File: src/rtl/reg_file_pkg.sv
// Shared types and helpers for the multi-port register file.
// Access modes and byte-strobe expansion used by the top level and the bench.
package reg_file_pkg;

    typedef enum logic [1:0] {RW, RO, W1C, PULSE} access_mode_t;

    // Widest register supported by strb_to_mask; callers truncate to their width.
    localparam int MAX_W  = 1024;
    localparam int MAX_SW = MAX_W / 8;

    function automatic logic [MAX_W-1:0] strb_to_mask(input logic [MAX_SW-1:0] strb);
        logic [MAX_W-1:0] m;
        m = '0;
        for (int b = 0; b < MAX_SW; b++) m[b*8 +: 8] = {8{strb[b]}};
        return m;
    endfunction

endpackage

File: src/rtl/reg_file_read_port.sv
// One registered read port: samples the flat register array on read_en,
// returning 0 for addresses beyond the populated registers.
module reg_file_read_port #(
    parameter int REGISTER_WIDTH = 32,
    parameter int NUM_REGISTERS  = 16,
    parameter int AW             = $clog2(NUM_REGISTERS)
) (
    input  logic                                         clk,
    input  logic                                         rst,
    input  logic [NUM_REGISTERS-1:0][REGISTER_WIDTH-1:0] regs_i,
    input  logic                                         en_i,
    input  logic [AW-1:0]                                addr_i,
    output logic [REGISTER_WIDTH-1:0]                    data_o,
    output logic                                         valid_o
);

    logic [REGISTER_WIDTH-1:0] sel;
    logic [REGISTER_WIDTH-1:0] data_q;
    logic                      valid_q;

    // A fully populated address space has no out-of-range encodings to filter.
    if (NUM_REGISTERS == (1 << AW)) begin : g_full
        assign sel = regs_i[addr_i];
    end else begin : g_part
        assign sel = (addr_i < AW'(NUM_REGISTERS)) ? regs_i[addr_i] : '0;
    end

    always_ff @(posedge clk or posedge rst) begin
        if (rst) begin
            data_q  <= '0;
            valid_q <= 1'b0;
        end else begin
            valid_q <= en_i;
            if (en_i) data_q <= sel;
        end
    end

    assign data_o  = data_q;
    assign valid_o = valid_q;

endmodule

File: src/rtl/reg_file_memory_mp.sv
// CSR file with one byte-strobed bus write port, NUM_READ_PORTS registered
// read ports and per-register access modes (RW / RO / W1C / PULSE).
module reg_file_memory_mp
    import reg_file_pkg::*;
#(
    parameter int REGISTER_WIDTH = 32,
    parameter int NUM_REGISTERS  = 16,
    parameter int NUM_READ_PORTS = 2,
    parameter int AW             = $clog2(NUM_REGISTERS),
    parameter logic [NUM_REGISTERS-1:0][REGISTER_WIDTH-1:0] RESET_VALUES = '0,
    // Each entry is an access_mode_t encoding.
    parameter logic [NUM_REGISTERS-1:0][1:0] ACCESS_MODES = '0
) (
    input  logic                                          clk,
    input  logic                                          rst,
    input  logic [REGISTER_WIDTH-1:0]                     write_data,
    input  logic [REGISTER_WIDTH/8-1:0]                   write_strb,
    input  logic [AW-1:0]                                 write_addr,
    input  logic                                          write_en,
    output logic                                          write_ack,
    input  logic [NUM_READ_PORTS-1:0]                     read_en,
    input  logic [NUM_READ_PORTS-1:0][AW-1:0]             read_addr,
    output logic [NUM_READ_PORTS-1:0][REGISTER_WIDTH-1:0] read_data,
    output logic [NUM_READ_PORTS-1:0]                     read_valid,
    input  logic [NUM_REGISTERS-1:0][REGISTER_WIDTH-1:0]  hw_data,
    input  logic [NUM_REGISTERS-1:0]                      hw_set,
    output logic [NUM_REGISTERS-1:0][REGISTER_WIDTH-1:0]  reg_out
);

    if (REGISTER_WIDTH % 8 != 0 || REGISTER_WIDTH > MAX_W) begin : g_bad_width
        $error("REGISTER_WIDTH must be a multiple of 8 and at most %0d", MAX_W);
    end
    if (NUM_REGISTERS < 2 || NUM_READ_PORTS < 1) begin : g_bad_count
        $error("NUM_REGISTERS must be >= 2 and NUM_READ_PORTS >= 1");
    end

    logic [REGISTER_WIDTH-1:0] wr_mask;
    logic                      write_ack_q;

    assign wr_mask = REGISTER_WIDTH'(strb_to_mask(MAX_SW'(write_strb)));

    for (genvar i = 0; i < NUM_REGISTERS; i++) begin : g_reg
        localparam logic [AW-1:0] IDX = AW'(i);
        logic [REGISTER_WIDTH-1:0] reg_q, reg_d, hit_mask;

        assign hit_mask = (write_en && write_addr == IDX) ? wr_mask : '0;

        always_comb begin
            reg_d = reg_q;
            case (access_mode_t'(ACCESS_MODES[i]))
                RW:    reg_d = (reg_q & ~hit_mask) | (write_data & hit_mask);
                RO:    reg_d = hw_data[i];
                // Set is OR-ed last so a simultaneous hardware set beats the clear.
                W1C:   reg_d = (reg_q & ~(write_data & hit_mask))
                             | (hw_set[i] ? hw_data[i] : '0);
                PULSE: reg_d = write_data & hit_mask;
                default: reg_d = reg_q;
            endcase
        end

        always_ff @(posedge clk or posedge rst) begin
            if (rst) reg_q <= RESET_VALUES[i];
            else     reg_q <= reg_d;
        end

        assign reg_out[i] = reg_q;
    end

    always_ff @(posedge clk or posedge rst) begin
        if (rst) write_ack_q <= 1'b0;
        else     write_ack_q <= write_en;
    end

    assign write_ack = write_ack_q;

    // Read ports sample reg_out before this edge's update, giving read-first behaviour.
    for (genvar p = 0; p < NUM_READ_PORTS; p++) begin : g_rport
        reg_file_read_port #(
            .REGISTER_WIDTH(REGISTER_WIDTH),
            .NUM_REGISTERS (NUM_REGISTERS),
            .AW            (AW)
        ) u_rport (
            .clk    (clk),
            .rst    (rst),
            .regs_i (reg_out),
            .en_i   (read_en[p]),
            .addr_i (read_addr[p]),
            .data_o (read_data[p]),
            .valid_o(read_valid[p])
        );
    end

endmodule

File: config.mk
export PLATFORM = sky130hd
export DESIGN_NAME = reg_file_memory_mp
export DESIGN_NICKNAME = d
export VERILOG_FILES = /design/src/rtl/reg_file_pkg.sv /design/src/rtl/reg_file_read_port.sv /design/src/rtl/reg_file_memory_mp.sv
export SDC_FILE = /design/constraint.sdc
export NUM_CORES = 1
export LEC_CHECK = 0
export BUFFER_PORTS_ARGS = -buffer_cell sky130_fd_sc_hd__buf_2
export CORE_AREA = 2 2 455 457
export DETAILED_ROUTE_END_ITERATION = 10
export DIE_AREA = 0 0 457 459
export PLACE_DENSITY = 0.3
export SLEW_MARGIN = 15
export SYNTH_ARGS = -nofsm -noshare
export SYNTH_HDL_FRONTEND = slang
export SYNTH_SLANG_ARGS = --single-unit
File: constraint.sdc
create_clock -name clk -period 20 [get_ports clk]
set_clock_uncertainty 0.2 [all_clocks]
set_input_delay 1 -clock clk [delete_from_list [all_inputs] [get_ports clk]]
set_output_delay 1 -clock clk [all_outputs]
set_load 0.02 [all_outputs]
# Yosys cells after proc, flatten, opt, wreduce, memory -nomap -nowiden
# Cells that the tools add are included.
[totals]
register_bits = 579
latchBits = 0
mem_bits_rw = 0
mem_bits_ro = 0
inputBits = 581
out_inout_bits = 579
wordCells = 139
n_memories = 0
[classes]
add_sub_neg = 0
multipliers = 0
n_div = 0
magnitude_cmp = 2
eq_ne = 15
shift = 0
n_mux = 20
bitwise_logic = 64
reduce_logical = 17
[ops]
columns = ["op", "n"]
rows = [
  ["$and 32x32->32", 32],
  ["$mux 32", 18],
  ["$not 32->32", 16],
  ["$or 32x32->32", 16],
  ["$bmux 32 s4", 2],
  ["$eq 4x4->1 const B", 8],
  ["$eq 4x3->1 const B", 4],
  ["$logic_and 1x1->1", 16],
  ["$lt 4x5->1 const B", 2],
  ["$eq 4x2->1 const B", 2],
  ["$eq 4x1->1 const B", 1],
  ["$logic_not 4->1", 1],
]

# Logic depth before layout (Yosys ltp)
[depth]
ltp_word = 6
ltp_mapped = 6

# Cells and area by module
# From an unflattened synthesis, not the netlist that was laid out.
[unflattened]
hier_cells = 1855
hier_area_um2 = 30210.2
[by_module_without_submodules]
columns = ["mod", "instances", "cells_each", "area_each_um2"]
rows = [
  ["reg_file_memory_mp", 1, 1169, 19602.6],
  ["reg_file_read_port", 2, 343, 5303.8],
]

# Least setup slack after synthesis
# Ideal clock, no wire load.
[synth_path]
kind = "input to register"
start = "input read_addr[6] (netlist bit)"
end = "register g_rport[1].u_rport.data_q[6]"
setup_ps = 146
arrival_time_ps = 2074
slack_ps = 17580
stages = 5
path_buffers = 2
cell_sequence = "buf_6 buf_6 mux4_1 mux2i_1 a221oi_1"
[synth_between]
elab_chain_cells = 2
[synth_rtl]
columns = ["element", "line_no", "text"]
rows = [
  ["start: declaration", "reg_file_memory_mp.sv:22", "input logic [NUM_READ_PORTS-1:0][AW-1:0] read_addr,"],
  ["$bmux 32 s4", "reg_file_read_port.sv:23", "assign sel = regs_i[addr_i];"],
  ["$mux 32 (implied by the code)", "reg_file_read_port.sv:23", ""],
  ["end signal: assignment", "reg_file_read_port.sv:34", "if (en_i) data_q <= sel;"],
  ["end: declaration", "reg_file_read_port.sv:18", "logic [REGISTER_WIDTH-1:0] data_q;"],
]
# No other way between the ends. The select of a mux whose other input is x is not followed.
# A chain may end at the register's enable or synchronous reset.

==> summary.md <==
- **CP arrival** 4710 ps
- **most frequent standard cell in the layout excluding fill and tap cells** sky130_fd_sc_hd__buf_2
- **Clock Sinks** 579
- **Die Outline Area** 210,000 um2
- **number of maximum-capacitance constraint violations** 0
- **Clock Pin Slew Worst Setup and Hold Paths** 60 ps
- **Worst Hold Class** in2async
- **Root Driver** sky130_fd_sc_hd__clkbuf_16
- **DR top layer** met5
- **R2R depth** 3
- **wire length on met3** 16.9 mm
- **area of the mapped netlist** 29,800 um2
- **synth unique cells** 29
- **Synth-to-Final Area Change** 29.1%
- **worst IR drop on VDD** 69.2 uV
- **fraction of the cycle the final worst path needs** 0.206
- **Skew-Pair Late Insertion Delay** 740 ps
- **vias per std cell** 4.08
- **Critical Path Source Type** primary input
- **DRC violation count after routing** 0
- **number of nets in the layout** 3,009
- **Core Footprint** 206,000 um2
- **cts-stage hold buffer count** 0
- **critical path start-end classification** in2async
- **Tot Pwr** 4.47 mW
- **count of boundary I/O pins** 1,160
- **clock tree from TritonCTS** done
- **power density over cell area** 116 nW/um2
- **synthesized netlist cell count** 1,839
- **average instance area after synthesis** 16.2 um2
- **Yosys reg bits** 579
- **critical path fanouts, max** 139
- **initial cell density of the core** 0.145
- **Tmin final** 4120 ps
- **Overflow after GRT** 0
- **flop-to-flop setup slack** 18,240 ps
- **total negative slack** 0 ps
- **static leakage power** 17.1 nW
- **critical path endpoint category** async pin
- **number of buffers added for setup after CTS** 0
- **Hold Fails Final Rpt** 0
- **relative max-transition margin** 0.209
- **warning count from the yosys run** 0
- **number of routed nets with antenna violations** 0
- **share of the yosys chip area belonging to registers** 0.486
- **count of endpoints failing setup in the final report** 0
- **RSZ-0062 raised after global routing** no
- **most frequent cells in the layout** sky130_fd_sc_hd__buf_2 (623), sky130_fd_sc_hd__dfrtp_1 (579), sky130_fd_sc_hd__mux2_2 (512), sky130_fd_sc_hd__mux4_2 (199), sky130_fd_sc_hd__clkbuf_16 (85)
- **fraction of layout cells with a size suffix above 1** 0.633
- **Overall Global Routing Usage** 0.153
- **smallest hold slack** 100 ps
- **number of iterations in the first detailed-routing pass** 5
- **post-layout utilization of the core** 0.187
- **required time of the worst setup path** 20,580 ps
- **half-perimeter wire length after detailed placement** 113 mm
- **vias in the first global route** 22,311
- **Starting DRT DRC Count** 1,148
- **IO buf count** 631
- **post-CTS resize count** 0
- **Clock Path Buffers** 3
- **Area after DPL** 35,600 um2
- **worst reg2reg path endpoint** g_rport[0].u_rport.data_o[31]
- **vias** 21,242
- **site row count** 167
- **final max-slew violation count** 0
- **final weighted congestion in routability-driven placement** 0.733
- **chip height** 459 um
- **result of the run** finished, final reports clean
- **WL final** 164 mm
- **Peak Freq** 0.243 GHz
- **finished layout cell area** 38,500 um2
- **Num CTS Buffers** 84
- **drt wl/cell** 31.4 um
- **overall die width** 457 um
- **metal1 wirelength** 72.6 mm
- **H-tree depth** 3
- **Post-Syn Nets** 2,420
- **maximum number of pins on one net before global-route repair** 140
- **wire length of the first global-routing pass** 219 mm
- **initial antenna violation count** 22
- **WL met2** 71.6 mm
- **transition time at the pin with the least slew margin** 1180 ps
[synthesized netlist by cell type, drive strengths merged]
master	n	area, um2
or2	2	12.5
and3	1	6.26
nand2b	2	12.5
mux2	512	5770
and3b	2	17.5
mux4	256	5970
nor2b	2	12.5
nand3	64	581
buf	93	773
inv	1	3.75
dfrtp	579	14500
a221oi	64	561
o22ai	64	400
mux2i	64	641
dlygate4sd1	2	17.5
clkbuf	62	253
nor3b	1	7.51
and2	3	18.8
nor2	65	246
[worst max-delay path by stage]
stage,startpoint,end,slack [ps],cells past startpoint
floorplan,rst,async pin,2600,1
detailed placement,rst,async pin,14960,6
CTS,rst,async pin,15750,6
finish,rst,async pin,15880,6
global placement,rst,async pin,14940,6
global route,rst,async pin,15380,6
[stage by stage]
stage | worst slack [ps] | cells
2_1_floorplan | 2600 | 1839
5_1_grt | 15380 | 5201
4_1_cts | 15750 | 5197
3_5_place_dp | 14960 | 5046
6_report | 15880 | 5208
3_3_place_gp | 14940 | 5046
[power by group]
| part | total [mW] | switching, mW | internal (mW) |
|---|---|---|---|
| Clock | 1.53 | 0.633 | 0.896 |
| Combinational | 1.26 | 0.741 | 0.521 |
| Sequential | 1.67 | 0.280 | 1.39 |
| Total | 4.47 | 1.65 | 2.81 |
[worst max-delay path, cell delays in order]
cell and delay, ps:
sky130_fd_sc_hd__buf_2 130, sky130_fd_sc_hd__inv_8 360, sky130_fd_sc_hd__buf_12 620, sky130_fd_sc_hd__buf_4 780
sky130_fd_sc_hd__buf_4 780, sky130_fd_sc_hd__buf_4 630
[routing by layer]
metal	global-route usage	vias up
met5	0	-
met4	0.0285	10
met3	0.0697	152
met2	0.230	795
met1	0.201	11710
li1	-	8575
[cell families after synthesis]
| group | share of synthesized area |
|---|---|
| buffers and inverters | 0.0352 |
| muxes | 0.416 |
| AOI/OAI and AO/OA | 0.0323 |
| and+or+nand+nor | 0.0307 |
| DFF | 0.486 |
[layout make-up]
class	count	area, um2
flip-flops and latches	579	14500
fillers	22419	167000
clock inverters	33	409
inverters	1	11.3
diodes	11	27.5
multi-input cells	1102	14300
well taps	2704	3380
repair buffers	660	3440
clock buffers	118	2400
(Power assumes the default switching activity.)
